### src/rtl/dual_slope_counter.sv
// BCD time-base / result counter for the dual-slope converter.
// Counts enabled clocks, flags full scale, latches the conversion.
module dual_slope_counter #(
  parameter int DIGITS = 3
) (
  input  logic                  clk,
  input  logic                  reset,
  input  logic                  clr,
  input  logic                  en_0,
  input  logic [2:0]            ch,
  output logic                  en_3,
  output logic [4*DIGITS-1:0]   count,
  output logic [4*DIGITS-1:0]   result,
  output logic                  valid,
  output logic                  ovf
);

  localparam int W = 4 * DIGITS;

  typedef enum logic [1:0] {
    IDLE,
    INTEG,
    DEINT,
    DONE
  } state_t;

  state_t         state_q, state_d;
  logic [W-1:0]   count_q, count_d;
  logic [W-1:0]   result_q, result_d;
  logic           en_3_q, en_3_d;
  logic           valid_q, valid_d;
  logic           ovf_q, ovf_d;

  logic [W-1:0]   count_inc;
  logic [W-1:0]   count_nxt;
  logic           all_nine;
  logic           inc_en;
  logic           wrap;
  logic           latch;
  logic [3:0]     dig;
  logic           carry;

  // BCD +1 ripple; the final carry means the count was all nines
  always_comb begin
    count_inc = '0;
    carry     = 1'b1;
    dig       = '0;
    for (int i = 0; i < DIGITS; i++) begin
      dig = count_q[4*i +: 4];
      if (carry) begin
        if (dig == 4'd9) begin
          count_inc[4*i +: 4] = 4'd0;
        end else begin
          count_inc[4*i +: 4] = dig + 4'd1;
          carry = 1'b0;
        end
      end else begin
        count_inc[4*i +: 4] = dig;
      end
    end
    all_nine = carry;
  end

  // qualifiers shared by the next-state logic
  always_comb begin
    inc_en    = en_0 && !clr;
    wrap      = inc_en && all_nine;
    count_nxt = inc_en ? count_inc : count_q;
    latch     = (state_q == DEINT) && ch[2] && !clr;
  end

  // phase tracking decoded from the FSM select lines
  always_comb begin
    state_d = state_q;
    if (clr) begin
      state_d = IDLE;
    end else begin
      unique case (state_q)
        IDLE: begin
          if (ch == 3'b001) state_d = INTEG;
        end
        INTEG: begin
          if (ch == 3'b010)  state_d = DEINT;
          else if (ch[2])    state_d = DONE;
        end
        DEINT: begin
          if (ch[2]) state_d = DONE;
        end
        DONE: begin
          if (ch == 3'b001) state_d = INTEG;
        end
        default: state_d = IDLE;
      endcase
    end
  end

  // counter, carry pulse, overrange and result latch
  always_comb begin
    count_d  = clr ? '0 : count_nxt;
    en_3_d   = wrap;
    valid_d  = latch;
    result_d = latch ? count_nxt : result_q;
    if (clr) ovf_d = 1'b0;
    else     ovf_d = ovf_q | (wrap && (state_q == DEINT));
  end

  // all state registers, cleared asynchronously
  always_ff @(posedge clk or negedge reset) begin
    if (!reset) begin
      state_q  <= IDLE;
      count_q  <= '0;
      result_q <= '0;
      en_3_q   <= 1'b0;
      valid_q  <= 1'b0;
      ovf_q    <= 1'b0;
    end else begin
      state_q  <= state_d;
      count_q  <= count_d;
      result_q <= result_d;
      en_3_q   <= en_3_d;
      valid_q  <= valid_d;
      ovf_q    <= ovf_d;
    end
  end

  assign en_3   = en_3_q;
  assign count  = count_q;
  assign result = result_q;
  assign valid  = valid_q;
  assign ovf    = ovf_q;

endmodule
### config.mk
export PLATFORM = sky130hd
export DESIGN_NAME = dual_slope_counter
export DESIGN_NICKNAME = d
export VERILOG_FILES = /design/src/rtl/dual_slope_counter.sv
export SDC_FILE = /design/constraint.sdc
export NUM_CORES = 1
export LEC_CHECK = 0
export ABC_AREA = 1
export CAP_MARGIN = 20
export CORE_UTILIZATION = 49
export DETAILED_ROUTE_END_ITERATION = 12
export PLACE_DENSITY = 0.78
export SLEW_MARGIN = 20
export SYNTH_ARGS = -nofsm -noshare
export SYNTH_HDL_FRONTEND = slang
export SYNTH_SLANG_ARGS = --single-unit
### constraint.sdc
create_clock -name clk -period 1.5 [get_ports clk]
set_input_delay 0.3 -clock clk [delete_from_list [all_inputs] [get_ports clk]]
set_output_delay 0.3 -clock clk [all_outputs]
set_load 0.02 [all_outputs]
Word level (Yosys, flattened, before mapping)
Index checks and enable logic that the tools add are counted.
{"block": "classes", "add_sub_neg": 3, "eq_ne": 9, "muxes": 18, "bitwise": 1, "reduce_logical": 8}
{"cell": "$mux 12", "n": 2}
{"cell": "$mux 4", "n": 5}
{"cell": "$add 4x1->4 const B", "n": 3}
{"cell": "$eq 4x4->1 const B", "n": 3}
{"cell": "$mux 2", "n": 4}
{"cell": "$mux 1", "n": 6}
{"cell": "$pmux 2 s3", "n": 1}
{"cell": "$logic_and 1x1->1", "n": 5}
{"cell": "$eq 2x2->1 const B", "n": 2}
{"cell": "$eq 3x1->1 const B", "n": 1}
{"cell": "$eq 3x2->1 const B", "n": 1}
{"cell": "$ne 3x1->1 const B", "n": 1}
{"cell": "$eq 2x1->1 const B", "n": 1}
{"cell": "$logic_not 2->1", "n": 1}
{"cell": "$reduce_or 2->1", "n": 1}
{"cell": "$logic_not 1->1", "n": 1}
{"cell": "$or 1x1->1", "n": 1}
{"block": "word_totals", "ff_bits": 29, "in_bits": 7, "out_inout_bits": 27, "word_cells": 45}

Depth between registers and ports, before layout
{"block": "logic_depth", "ltp_word": 8, "ltp_mapped": 9, "ltp_nobuf": 9}

Worst setup path after synthesis
OpenSTA, ideal clock, no wires.
{"block": "synth_timing", "path_type": "reg-to-reg", "start": "reg count_q[0], in the netlist count[0]", "end": "reg result_q[11], in the netlist result[11]", "setup_time_ns": 0.117, "arrival_time_ns": 1.227, "t_required_ns": 1.383, "setup_slack_ns": 0.156, "path_stages_with_launch": 10, "n_path_buf": 0, "period_less_slack_ns": 1.344, "path_cell_list": "dfrtp_1 -> inv_1 -> nor2_4 -> nand2_2 -> nor2_4 -> nand2_2 -> nand2_1 -> nand2_1 -> nand2_1 -> nand2_1"}
{"block": "synth_between", "elab_chain_cells": 5}
{"element": "from (decl)", "line": "28", "rtl": "logic [W-1:0] count_q, count_d;"}
{"element": "from (signal assigned)", "line": "118", "rtl": "count_q <= count_d;"}
{"element": "$eq 4x4->1", "line": "51", "rtl": "if (dig == 4'd9) begin"}
{"element": "$mux 1", "line": "51"}
{"element": "$mux 1", "line": "50", "rtl": "if (carry) begin"}
{"element": "$mux 4", "line": "50"}
{"element": "$mux 12", "line": "68", "rtl": "count_nxt = inc_en ? count_inc : count_q;"}
{"element": "to (signal assigned)", "line": "119", "rtl": "result_q <= result_d;"}
{"element": "to (decl)", "line": "29", "rtl": "logic [W-1:0] result_q, result_d;"}
No other way between the ends.
A chain may end at the register's enable or synchronous reset.

Worst setup path after layout
{"block": "layout_timing", "start": "reg count_q[1], in the netlist count[1]", "end": "out count[1]"}
{"element": "to (decl)", "line": "12", "rtl": "output logic [4*DIGITS-1:0] count,"}
No word-level cell between the ends.

==> impl_metrics.toml <==
[outcome]
status = "finished, violations left"
violations = "DRC"

[sta]
layout_min_cycle_time_ns = 1.45
setup_viol = 0
drv_slew = 0
fin_skew_ns = 0.0117
slew_headroom_pct = 75.4
fin_crit_sh_pct = 96.9
rsz0062_at_grt = "false"
timing.fmax_mhz = 688
tightest_slew_ns = 0.369
hold_violations = 0
setup_slack_ns = 0.0469

[die]
die-area_um2 = 3280
fp-row-count = 19
die_w_um = 57.3
ioPinCount = 34
die_y_um = 57.3
coreArea_um2 = 2830
initial_utilization_pct = 52.9

[critical_path]
crit_buf_inv = 1
critical_path.max_stage_delay_ns = 0.46
cp_data_required_time_ns = 1.20
crit_fanout = 5
crit_path_start_kind = "flop"
cp.arrival_ns = 1.15
end_kind = "output pin"
path_delay_family = "flip-flops"
cp_slowest_cell = "dfrtp_1"
critPathKind = "flop to output pin"
path_cells = "dlygate4sd2_1"

[drt]
wl_per_cell_um = 13.6
wirelength_mm = 3.48
vias = 1365
drc_errors = 5
ant_nets = 0
drtIter0Drc = 53
dr.pass1.iters = 8
vias_per_cell = 5.33

[global_routing]
grt_overflow_total = 0
antenna_found_initial = 0
grt_pass1_vias = 1378
grt_max_degree = 30
grt_first_pass_wirelength_mm = 5.93
grtUsageTotal_pct = 23.6

[clock_network]
cts_tree = "built"
ctsHtreeMaxLevel = 2
cts.sinks = 29
postCtsHoldBufs = 0
clk_pin_slew_ns = 0.09
cts_max_path_buffers = 2
clock_latency_ns = 0.33
root_buffer = "clkbuf_4"
cts_made_buffers = 5

[synthesis]
avgSynthCellArea_um2 = 8.46
synth.top_cells.by_count = "nand2_1 (60), dfrtp_1 (29), inv_1 (16)"
yosysWarnings = 0
synth_cells = 177
synth_area_leaders = "dfrtp_1 (48%), nand2_1 (15%), inv_1 (4.0%)"
synth_top_area_share_pct = 48.5
synth_edf_count = 0
synth_fp_nets = 186
yosysTopAreaCell = "dfrtp_1"
synth_ff_type = "dfrtp_1"
synthDistinctLibCells = 30
post-synth-top-count-cell = "nand2_1"
syn-cell-area_um2 = 1500
ys_seq_area_share_pct = 48.5
synth.ff_latch_count = 29
synthArstFlopShare_pct = 100

[placed_design]
place_area_um2 = 1930
gp_congestion = 0.838
dp.cells = 248
dp_hpwl_mm = 2.55
portBuffers = 33
pre_cts_ws_ns = -0.219

[final_layout]
syn_to_final_growth_pct = 30.1
fin_nets = 233
nFillCells = 241
drive_gt1_share_pct = 17.8
layout.cells.non_filler = 256
post-route-util_pct = 68.9
design_area_um2 = 1950
diodes = 0

[power_and_ir_drop]
total_power_mw = 1.69
ir_drop_mv = 0.650
leakagePower_nw = 1.09
power_density_nw_per_um2 = 866

[worst_hold_path]
hp-class = "input port to async pin"

[flow_run]
drv_cap = 0
## metal layers
metal  part of all wire [%]  track usage, %  vias to the layer above
met2                     50            41.7                       36
met5                      0               0                        -
met1                     44            28.6                      662
li1                       -               -                      662
met3                    4.6            5.22                        5
met4                    1.2            7.67                        0
## timing repair
action	in CTS	in global routing
endpoints found under the setup margin	27	3
setup buffers	0	0
pin swaps	0	0
resized for setup	27	5
## cell usage in the layout (no fill, tap or decap), drive strengths merged
master	instances
nor3	1
nand4	3
o21ai	13
clkinv	2
dfrtp	29
nor3b	1
a22oi	1
nand3b	2
ha	2
dlygate4sd2	27
nor2	15
clkbuf	6
and2	1
xor2	1
nand3	13
nor4	1
xnor2	1
inv	19
a21oi	7
o21bai	1
clkdlybuf4s50	6
nand2	63
buf	10
## final cells by class
type	count	area, µm²	share of cell area (%)
Tap cell	31	38.8	1.99
Timing Repair Buffer	43	372	19.1
Multi-Input combinational cell	126	687	35.3
Inverter	19	71.3	3.66
Clock buffer	6	41.3	2.12
Clock inverter	2	10.0	0.514
Sequential cell	29	728	37.4
## registers in the layout, indices dropped and copies added, names as in the netlist
signal and count:
valid 1, ovf 1, result 12, state_q 2, count 12, en_3 1
## final timing paths
check | startpoint | to | slack [ns] | cells after the start
worst min register to register | result[7] | result[7] | 0.48 | 2
worst max register to register | count[0] | result[11] | 0.13 | 9
worst min-delay path | reset | ovf | 0.35 | 2
min in group clk | result[7] | result[7] | 0.48 | 2
max in group asynchronous | reset | count[2] | 0.85 | 2
worst max-delay path | count[1] | count[1] | 0.05 | 1
## worst register-to-register path: cells and delay by family, from the launching register on
kind,cells,cell delay [ns]
buffers and inverters,1,0.12
flip-flops,1,0.37
AND/OR/NAND/NOR,8,0.80
## kinds of logic after synthesis
group	share of synthesized area [%]
adders and majority gates	1.67
and+or+nand+nor	34.4
AOI/OAI and AO/OA	8.44
xor gates and xnor gates	1.17
buffers and inverters	5.85
DFF	48.5
## metrics by stage
stage,TNS (ns),hold slack [ns]
2_1_floorplan,0,0.00441
3_3_place_gp,-1.77,0.464
3_5_place_dp,-3.28,0.466
4_1_cts,0,0.368
5_1_grt,0,0.379
6_report,0,0.347
## power by group
| group | switching [mW] | leakage, nW | internal, mW | total [mW] |
|---|---|---|---|---|
| Sequential | 0.0308 | 0.397 | 0.829 | 0.860 |
| Clock | 0.275 | 0.0320 | 0.178 | 0.453 |
| Combinational | 0.232 | 0.662 | 0.143 | 0.374 |
| Total | 0.537 | 1.09 | 1.15 | 1.69 |
No activity file was read; power rests on OpenSTA's default activity.
==> RTL change (config.mk and constraints unchanged) <==
Set the parameter `DIGITS` to 5 (it was 3).
--- a/src/rtl/dual_slope_counter.sv
+++ b/src/rtl/dual_slope_counter.sv
@@ -1,7 +1,7 @@
 // BCD time-base / result counter for the dual-slope converter.
 // Counts enabled clocks, flags full scale, latches the conversion.
 module dual_slope_counter #(
-  parameter int DIGITS = 3
+  parameter int DIGITS = 5
 ) (
   input  logic                  clk,
   input  logic                  reset,
Ports: changed (resized count and result); port bits go from 34 to 50. No check against the original RTL was run, so the function may have changed too.
==> RTL change against the unedited design <==
Sequential cell count increased by 16; synthesized area rose by 45%; critical path depth up 1; total power rose by 90%; routed wire length grew 63%; clock skew shrank 0.0073 ns; count of clock-buffer cells in the layout decreased by 1; worst setup slack got worse by 0.014 ns; first-iteration DRC count increased to 4.6 times the old value; register-to-register slack worse by 0.08 ns; design area up 60%; largest power group unchanged.
==> RTL change: results <==
export IMPL_worstPathArrival_ns=1.17
export IMPL_irDropWorstVdd_uv=743
export IMPL_grt_max_degree=46
export IMPL_detailroute_via_count=2158
export IMPL_met2_length_um=2790
export IMPL_wl_met1_um=2420
export IMPL_vias_per_cell=5.30
export IMPL_critical_path_max_fanout=4
export IMPL_place_area_um2=2860
export IMPL_cts_root_buffer="clkbuf_8"
export IMPL_skew_ns=0.00444
export IMPL_synth_area_leaders="dfrtp_1 (52%), nand2_1 (16%), inv_1 (5.7%), nand3_1 (5.1%), nor2_1 (5.0%)"
export IMPL_r2r_end="result[18]$_DFFE_PN0P_"
export IMPL_grt_pass1_wl_um=8670
export IMPL_synth_seq_area_share=0.520
export IMPL_syn_nets=286
export IMPL_dp_cells=390
export IMPL_r2r_start="count[7]$_DFF_PN0_"
export IMPL_fin_nets=366
export IMPL_nFillCells=287
export IMPL_yosys_top_cells_count="nand2_1 (90), dfrtp_1 (45), inv_1 (33)"
export IMPL_drive_gt1_frac=0.190
export IMPL_run_status="finished, final reports clean"
export IMPL_ff2ff_setup_slack_ns=0.05
export IMPL_dr_pass1_iters=4
export IMPL_hpwl_um=3640
export IMPL_grt_usage=0.255
export IMPL_syn_mean_instance_area_um2=7.82
RTL change: cell count changes after synthesis, moves of 3 or more:
cell	change
nand2_1	+30
nor2_1	+20
inv_1	+17
dfrtp_1	+16
nand3_1	+14
o21ai_0	+6
clkbuf_1	+4
nand3_2	-3
nor2_2	+3
nor2_4	-3
nor3_1	+3
o211ai_1	+3
RTL change: repair_timing:
item                       CTS  global route
resized for setup           53            37
pin swaps                    3             9
setup buffers                2             5
setup endpoints to repair   52            28
hold endpoints to repair    45             0
hold buffers                 1             0
gates cloned                 1             1
RTL change: final cells by class:
| type | instances | area share |
|---|---|---|
| multi-input cells | 192 | 0.319 |
| well taps | 50 | 0.0200 |
| clock inverters | 2 | 0.0112 |
| flip-flops and latches | 45 | 0.361 |
| inverters | 34 | 0.0425 |
| clock buffers | 5 | 0.0220 |
| repair buffers | 79 | 0.225 |
RTL change: logic make-up (layout without fill, tap and decap cells):
group,Yosys count,after routing,synth area share
compound gates,32,32,0.0820
xor+xnor,1,1,0.00404
fa+ha+maj,2,2,0.0115
buf+inv,40,120,0.0727
flops,45,45,0.520
simple gates,157,157,0.310
RTL change: worst max-delay path: cells and delay by family, from the launching register on:
kind	cells	cell delay, ns
buffers and inverters	2	0.47
DFF	1	0.41
RTL change: worst max path at each step:
| stage | endpoint | cells past startpoint |
|---|---|---|
| 2_1_floorplan | result[0]$_DFFE_PN0P_ | 8 |
| 3_3_place_gp | result[15]$_DFFE_PN0P_ | 9 |
| 3_5_place_dp | result[7]$_DFFE_PN0P_ | 7 |
| 4_1_cts | result[8]$_DFFE_PN0P_ | 7 |
| 5_1_grt | result[16]$_DFFE_PN0P_ | 9 |
| 6_report | count[1] | 2 |
RTL change: power breakdown:
group	internal (mW)	leakage, nW	switching, mW
Combinational	0.362	0.998	0.519
Clock	0.484	0.0540	0.391
Sequential	1.36	0.615	0.0856
Total	2.21	1.67	0.996
RTL change: metrics by stage:
| stage | setup slack (ns) | hold WS [ns] | total power [mW] | util | TNS [ns] |
|---|---|---|---|---|---|
| after global placement | -0.271 | 0.293 | 2.31 | 0.695 | -8.13 |
| after global routing | -0.0670 | 0.506 | 3.39 | 0.759 | -0.531 |
| after detailed placement | -0.339 | 0.294 | 2.34 | 0.695 | -10.18 |
| after floorplan | 0.0218 | 0.00441 | 1.92 | - | 0 |
| final | 0.0326 | 0.481 | 3.20 | 0.759 | 0 |
| after CTS | 0.00707 | 0.482 | 3.12 | 0.727 | 0 |
RTL change: metal layers:
layer | global-route usage | up-vias
met2 | 0.396 | 88
met5 | 0 | -
li1 | - | 1040
met1 | 0.340 | 1018
met3 | 0.0411 | 12
met4 | 0.138 | 0
